$ cat src/rtl/module_7seg_pkg.sv
// Shared types and active-high segment patterns for the 4-digit 7-segment scanner.
// Bit order of every pattern is {g,f,e,d,c,b,a}.
package module_7seg_pkg;

  typedef logic [1:0] digit_idx_t;
  typedef logic [6:0] seg_t;

  localparam seg_t SEG_0    = 7'h3F;
  localparam seg_t SEG_1    = 7'h06;
  localparam seg_t SEG_2    = 7'h5B;
  localparam seg_t SEG_3    = 7'h4F;
  localparam seg_t SEG_4    = 7'h66;
  localparam seg_t SEG_5    = 7'h6D;
  localparam seg_t SEG_6    = 7'h7D;
  localparam seg_t SEG_7    = 7'h07;
  localparam seg_t SEG_8    = 7'h7F;
  localparam seg_t SEG_9    = 7'h6F;
  localparam seg_t SEG_DASH = 7'h40;
  localparam seg_t SEG_OFF  = 7'h00;

endpackage

$ cat src/rtl/module_7seg_scan_if.sv
// Packed-BCD update bus from the binary-to-BCD converter into the display scanner.
interface module_7seg_scan_if;

  logic [15:0] bcd;
  logic        valid;

  modport master (output bcd, output valid);
  modport slave  (input  bcd, input  valid);

endinterface

$ cat src/rtl/module_7seg_scan_bcd_to_7seg.sv
// Combinational BCD nibble to active-high 7-segment decoder with a blank override.
module module_bcd_to_7seg
  import module_7seg_pkg::*;
(
  input  logic [3:0] i_nibble,
  input  logic       i_blank,
  output seg_t       o_seg
);

  always_comb begin
    o_seg = SEG_DASH;
    if (i_blank) begin
      o_seg = SEG_OFF;
    end else begin
      case (i_nibble)
        4'd0:    o_seg = SEG_0;
        4'd1:    o_seg = SEG_1;
        4'd2:    o_seg = SEG_2;
        4'd3:    o_seg = SEG_3;
        4'd4:    o_seg = SEG_4;
        4'd5:    o_seg = SEG_5;
        4'd6:    o_seg = SEG_6;
        4'd7:    o_seg = SEG_7;
        4'd8:    o_seg = SEG_8;
        4'd9:    o_seg = SEG_9;
        default: o_seg = SEG_DASH;
      endcase
    end
  end

endmodule

$ cat src/rtl/module_7seg_scan.sv
// Time-multiplexed 4-digit 7-segment driver with frame-synchronous updates,
// leading-zero blanking and a per-slot anti-ghosting dark window.
module module_7seg_scan
  import module_7seg_pkg::*;
#(
  parameter int unsigned DIV_COUNT      = 27000,
  parameter int unsigned GHOST_TICKS    = 16,
  parameter int unsigned SEG_ACTIVE_LOW = 1,
  parameter int unsigned AN_ACTIVE_LOW  = 1,
  parameter int unsigned BLANK_LEADING  = 1
) (
  input  logic                     i_clk,
  input  logic                     i_rst,
  module_7seg_scan_if.slave        i_bus,
  input  logic                     i_enable,
  output seg_t                     o_seg,
  output logic [3:0]               o_an,
  output logic                     o_frame
);

  localparam int unsigned CNT_W = $clog2(DIV_COUNT);

  // XOR masks: the "off" level of each output group equals its polarity mask.
  localparam seg_t       SEG_POL = (SEG_ACTIVE_LOW != 0) ? 7'h7F : 7'h00;
  localparam logic [3:0] AN_POL  = (AN_ACTIVE_LOW != 0) ? 4'hF : 4'h0;

  if (DIV_COUNT < 4) begin : g_bad_div
    $error("DIV_COUNT must be at least 4");
  end
  if (GHOST_TICKS >= DIV_COUNT) begin : g_bad_ghost
    $error("GHOST_TICKS must be less than DIV_COUNT");
  end

  logic [CNT_W-1:0] r_cnt;
  digit_idx_t       r_idx;
  logic [15:0]      r_shadow;
  logic [15:0]      r_disp;
  seg_t             r_seg;
  logic [3:0]       r_an;
  logic             r_frame;

  logic             w_tc;
  logic             w_frame_tc;
  logic             w_lit;
  logic [3:0]       w_nibble;
  logic             w_blank;
  logic [3:0]       w_an_hot;
  seg_t             w_seg_hi;

  assign w_tc       = (r_cnt == CNT_W'(DIV_COUNT - 1));
  assign w_frame_tc = w_tc && (r_idx == 2'd3);
  assign w_lit      = i_enable && (r_cnt >= CNT_W'(GHOST_TICKS));
  assign w_an_hot   = 4'b0001 << r_idx;

  // A digit is blank when it and every more-significant nibble are zero.
  always_comb begin
    w_nibble = r_disp[3:0];
    w_blank  = 1'b0;
    case (r_idx)
      2'd0: w_nibble = r_disp[3:0];
      2'd1: begin
        w_nibble = r_disp[7:4];
        w_blank  = (r_disp[15:4] == 12'h000);
      end
      2'd2: begin
        w_nibble = r_disp[11:8];
        w_blank  = (r_disp[15:8] == 8'h00);
      end
      default: begin
        w_nibble = r_disp[15:12];
        w_blank  = (r_disp[15:12] == 4'h0);
      end
    endcase
    if (BLANK_LEADING == 0) begin
      w_blank = 1'b0;
    end
  end

  module_bcd_to_7seg u_dec (
    .i_nibble (w_nibble),
    .i_blank  (w_blank),
    .o_seg    (w_seg_hi)
  );

  always_ff @(posedge i_clk) begin
    if (i_rst) begin
      r_cnt    <= '0;
      r_idx    <= '0;
      r_shadow <= '0;
      r_disp   <= '0;
      r_seg    <= SEG_POL;
      r_an     <= AN_POL;
      r_frame  <= 1'b0;
    end else begin
      r_cnt <= w_tc ? '0 : r_cnt + CNT_W'(1);
      if (w_tc) begin
        r_idx <= r_idx + 2'd1;
      end
      // Display takes the pre-edge shadow, so a coincident strobe waits a frame.
      if (w_frame_tc) begin
        r_disp <= r_shadow;
      end
      if (i_bus.valid) begin
        r_shadow <= i_bus.bcd;
      end
      r_frame <= w_frame_tc;
      r_an    <= w_lit ? (w_an_hot ^ AN_POL) : AN_POL;
      r_seg   <= w_lit ? (w_seg_hi ^ SEG_POL) : SEG_POL;
    end
  end

  assign o_seg   = r_seg;
  assign o_an    = r_an;
  assign o_frame = r_frame;

endmodule

$ cat src/flat_wrapper.sv
// flat-port wrapper written by rule: the top's interface ports become plain ports
module module_7seg_scan_flat import module_7seg_pkg::*;
#(
  parameter int unsigned DIV_COUNT      = 27000,
  parameter int unsigned GHOST_TICKS    = 16,
  parameter int unsigned SEG_ACTIVE_LOW = 1,
  parameter int unsigned AN_ACTIVE_LOW  = 1,
  parameter int unsigned BLANK_LEADING  = 1
)
  (i_clk, i_rst, i_enable, o_seg, o_an, o_frame, i_bus_bcd, i_bus_valid);
  module_7seg_scan_if i_bus_i ();
  input  logic i_clk;
  input  logic i_rst;
  input  logic i_enable;
  output seg_t o_seg;
  output logic [3:0] o_an;
  output logic o_frame;
  input wire logic [$bits(i_bus_i.bcd)-1:0] i_bus_bcd;
  input wire logic [$bits(i_bus_i.valid)-1:0] i_bus_valid;
  assign i_bus_i.bcd = i_bus_bcd;
  assign i_bus_i.valid = i_bus_valid;
  module_7seg_scan #(.DIV_COUNT(DIV_COUNT), .GHOST_TICKS(GHOST_TICKS), .SEG_ACTIVE_LOW(SEG_ACTIVE_LOW), .AN_ACTIVE_LOW(AN_ACTIVE_LOW), .BLANK_LEADING(BLANK_LEADING)) u_core (.i_clk(i_clk), .i_rst(i_rst), .i_bus(i_bus_i), .i_enable(i_enable), .o_seg(o_seg), .o_an(o_an), .o_frame(o_frame));
endmodule
$ cat config.mk
export PLATFORM = sky130hd
export DESIGN_NAME = module_7seg_scan_flat
export DESIGN_NICKNAME = d
export VERILOG_FILES = /design/src/rtl/module_7seg_pkg.sv /design/src/rtl/module_7seg_scan_if.sv /design/src/rtl/module_7seg_scan_bcd_to_7seg.sv /design/src/rtl/module_7seg_scan.sv /design/src/flat_wrapper.sv
export SDC_FILE = /design/constraint.sdc
export NUM_CORES = 1
export LEC_CHECK = 0
export BUFFER_PORTS_ARGS = -buffer_cell sky130_fd_sc_hd__buf_2
export CAP_MARGIN = 25
export CORE_ASPECT_RATIO = 1.2
export CORE_MARGIN = 1.5
export CORE_UTILIZATION = 50
export DETAILED_ROUTE_END_ITERATION = 12
export PLACE_DENSITY = 0.8
export REMOVE_ABC_BUFFERS = 1
export SYNTH_ARGS = -nofsm -noshare
export SYNTH_HDL_FRONTEND = slang
export SYNTH_HIERARCHICAL = 1
export SYNTH_SLANG_ARGS = --single-unit
$ cat constraint.sdc
create_clock -name i_clk -period 4.5 [get_ports i_clk]
set_clock_uncertainty 0.1 [all_clocks]
set_input_delay 0.675 -clock i_clk [delete_from_list [all_inputs] [get_ports i_clk]]
set_output_delay 0.675 -clock i_clk [all_outputs]
set_load 0.02 [all_outputs]
==> results by group <==
Status
  – Status: finished clean

Setup path
  – Element type at the critical path end: flop
  – Worst setup path class: reg -> reg
  – Required @ worst endpoint: 4610 ps
  – Highest net fanout along the worst path: 6
  – Startpoint type of the worst setup path: flop
  – WP data arrival: 2600 ps

Power
  – Power density over the cells: ~330 nW/um^2
  – Leakage power of the design: roughly 0.0011 uW
  – Maximum vdd drop: about 0.00024 V

Cells and area
  – Synth-to-Final Area Change: 11.9%
  – Antenna Cells: 0
  – Final-stage net count: between 300 and 400
  – Post-layout instance count excluding filler cells: ~380
  – Proportion of layout cells with a drive suffix above 1: 0.158

Logic synthesis
  – Post-Synthesis Cells: between 200 and 300
  – Share of the yosys chip area belonging to registers: 0.456
  – Count of cell types in the netlist: 35
  – Top-area cell type share of the netlist area: 0.456
  – Number of flops mapped to enable cells by yosys: 0
  – Per-instance average area after synthesis: 9.40 um^2
  – Number of warnings reported in the yosys synthesis log: 6
  – Leading post-synthesis cells by cell area: sky130_fd_sc_hd__dfxtp_1, sky130_fd_sc_hd__mux2i_1, sky130_fd_sc_hd__nor2_1
  – Dominant cell type by area after synthesis: sky130_fd_sc_hd__dfxtp_1
  – Post-synthesis cell area: 2680 um^2
  – Synthesis-stage register bit count: 61
  – Synth cell count leaders: sky130_fd_sc_hd__dfxtp_1, sky130_fd_sc_hd__nor2_1, sky130_fd_sc_hd__mux2i_1
  – Async set-or-reset flop fraction in the synthesized netlist: 0
  – Most common flop cell mapped by yosys: sky130_fd_sc_hd__dfxtp_1

Drt
  – Average wire length per cell after detail routing: ~13 um
  – Number of search-and-repair iterations in the first detailed-routing pass: 5
  – Top layer used by detailed routing: met4
  – Routed vias: approximately 2000
  – Detail-routed via count per cell: 5.30
  – WL met3: a little under 200 um
  – Antenna viol nets, final: 0
  – Wire length on met2: 2.55 mm
  – Number of DRC markers in iteration 0: about 100
  – Final routed DRC violation total: 0
  – Post-route met1 wirelength: between 2 and 2.5 mm
  – Aggregate routed wire length: 4.85 mm

Floorplan
  – Y dimension of the die: 83.2 um
  – Rows: 29
  – Total die area: ~5800 um^2
  – Starting utilization of the core area: 0.513
  – Area of the core: roughly 5200 um^2
  – I/O pin cnt: 32
  – Horizontal die dimension: 69.8 um

Place
  – Global placer's final weighted congestion: roughly 0.84
  – Post-detail-place hpwl: approximately 3.4 mm
  – Placed cells: 364
  – Number of buffer cells added on primary ports: 31
  – Setup Slack @ Placement: just over 2000 ps

STA
  – Total Negative Setup Slacks: 0 ps
  – Worst max-slew margin expressed relative to the limit: 0.569
  – Highest Clock Rate: 401 MHz
  – Final max-slew violation count: 0
  – Worst slew pin tran: between 600 and 700 ps
  – Post-route minimum period: around 2500 ps
  – Count of final setup violators: 0
  – Post-route clock period utilization: 0.555
  – Setup repair after global routing missed its margin: no
  – Final critical-path setup slack: 2000 ps
  – Count of final hold-check violations: 0

CTS
  – Number of clock sinks seen by CTS: around 60
  – Clock-pin transition on the worst setup and hold timing paths: approximately 60 ps
  – Number of buffers added to fix hold violations after cts: 0
  – CTS buffer count: 9
  – # Post-CTS Setup Buffers: 0
  – Clk Latency, worst-skew pair: roughly 330 ps
  – Post-cts resize count: 0
  – Root Buffer: sky130_fd_sc_hd__clkbuf_8
  – TritonCTS clock tree: yes
  – Htree depth: 3
  – Maximum number of buffers from clock root to sink: 2

GRT
  – Maximum number of pins on one net before global-route repair: 39
  – All-Layer GR Usage: 0.177
  – Initial antenna violation count: 0
  – Vias in the first global route: between 1500 and 2000
  – Sum of overflow across all layers after global routing: 0
  – Global-route wire length before repair: 8.14 mm

Flow run
  – Max Cap Violations: 0

Hold path
  – Tightest Hold Check Type: reg -> reg
[critical path, stage by stage, from the launching register on]
cell and delay, ps:
sky130_fd_sc_hd__dfxtp_1 420, sky130_fd_sc_hd__ha_1 340, sky130_fd_sc_hd__mux2i_1 480, sky130_fd_sc_hd__inv_1 150, sky130_fd_sc_hd__ha_1 210, sky130_fd_sc_hd__or4_1 490
sky130_fd_sc_hd__o31ai_1 90, sky130_fd_sc_hd__nand2_1 80
[logic make-up (layout without fill, tap and decap cells)]
| kind of cell | count (synthesis) | in the layout | synth area share |
|---|---|---|---|
| xor gates and xnor gates | 14 | 14 | 0.0458 |
| DFF | 61 | 61 | 0.456 |
| adders and majority gates | 12 | 12 | 0.0560 |
| and+or+nand+nor | 112 | 112 | 0.201 |
| buffers and inverters | 33 | 64 | 0.0589 |
| muxes | 37 | 37 | 0.138 |
| AOI/OAI and AO/OA | 16 | 16 | 0.0444 |
[power by group]
group / leakage, uW / switching, uW / internal (uW)
registers: 0.000496 / 7.04 / 551
logic: 0.000549 / 19.0 / 17.2
clock network: 0.0000881 / 186 / 222
total: 0.00113 / 212 / 790
[path summary, 6_finish.rpt]
kind                            cells past startpoint         endpoint  slack, ps             from
worst max-delay path                                7  u_core/o_seg[0]       2000  u_core/r_idx[0]
worst min-delay path                                1  u_core/r_cnt[0]        360  u_core/r_cnt[0]
worst max register to register                      7  u_core/o_seg[0]       2000  u_core/r_idx[0]
worst min register to register                      1  u_core/r_cnt[0]        360  u_core/r_cnt[0]
[sequential cells by signal (all words and copies together), names as in the netlist]
register	flops
u_core/o_an	4
u_core/o_frame	1
u_core/o_seg	7
u_core/r_cnt	15
u_core/r_disp	16
u_core/r_idx	2
u_core/r_shadow	16
[routing by layer]
| metal | track usage | vias to the layer above |
|---|---|---|
| li1 | - | 1016 |
| met2 | 0.305 | 42 |
| met3 | 0.0607 | 10 |
| met4 | 0.0927 | 0 |
| met5 | 0 | - |
| met1 | 0.190 | 935 |
[through the flow]
stage / util / power (uW) / hold WS, ps / instance area, um^2
floorplan: - / 586 / 330 / 2580
global placement: 0.542 / 605 / 345 / 2830
detailed placement: 0.542 / 607 / 354 / 2830
CTS: 0.574 / 1020 / 369 / 3000
global route: 0.574 / 1040 / 419 / 3000
finish: 0.574 / 1000 / 363 / 3000
[final cells by class]
class	instances	area (um^2)
fillers	486	2230
multi-input cells	191	1300
flip-flops and latches	61	1220
repair buffers	33	170
clock buffers	12	155
well taps	62	77.6
inverters	17	63.8
clock inverters	2	10.0
[layout by cell type (no fill, tap or decap)]
master / synthesis / routed
sky130_fd_sc_hd__xor2_1: 2 / 2
sky130_fd_sc_hd__a21o_1: 1 / 1
sky130_fd_sc_hd__nand2b_1: 1 / 1
sky130_fd_sc_hd__ha_1: 12 / 12
sky130_fd_sc_hd__nand2_1: 17 / 17
sky130_fd_sc_hd__clkbuf_8: 0 / 11
sky130_fd_sc_hd__or4_1: 2 / 2
sky130_fd_sc_hd__dfxtp_1: 61 / 61
sky130_fd_sc_hd__nand3_1: 5 / 5
sky130_fd_sc_hd__buf_2: 2 / 31
sky130_fd_sc_hd__nor2_1: 61 / 61
sky130_fd_sc_hd__buf_4: 0 / 2
sky130_fd_sc_hd__nor3_1: 4 / 4
sky130_fd_sc_hd__nor3b_1: 1 / 1
sky130_fd_sc_hd__or4_4: 1 / 1
sky130_fd_sc_hd__a21oi_1: 4 / 4
sky130_fd_sc_hd__inv_1: 16 / 16
sky130_fd_sc_hd__a311oi_1: 1 / 1
sky130_fd_sc_hd__nor2b_1: 1 / 1
sky130_fd_sc_hd__inv_2: 1 / 1
sky130_fd_sc_hd__a22oi_1: 1 / 1
sky130_fd_sc_hd__mux2i_1: 37 / 37
sky130_fd_sc_hd__nand4b_1: 2 / 2
sky130_fd_sc_hd__nor4_1: 5 / 5
sky130_fd_sc_hd__nor4_4: 2 / 2
sky130_fd_sc_hd__o21ai_0: 1 / 1
sky130_fd_sc_hd__or2_1: 1 / 1
sky130_fd_sc_hd__nand4_1: 8 / 8
sky130_fd_sc_hd__or3_1: 1 / 1
sky130_fd_sc_hd__xnor2_1: 12 / 12
sky130_fd_sc_hd__clkinv_2: 0 / 2
sky130_fd_sc_hd__a222oi_1: 4 / 4
sky130_fd_sc_hd__o21a_1: 2 / 2
sky130_fd_sc_hd__o31ai_1: 2 / 2
sky130_fd_sc_hd__clkbuf_1: 9 / 1
No activity file was read; power rests on OpenSTA's default activity.
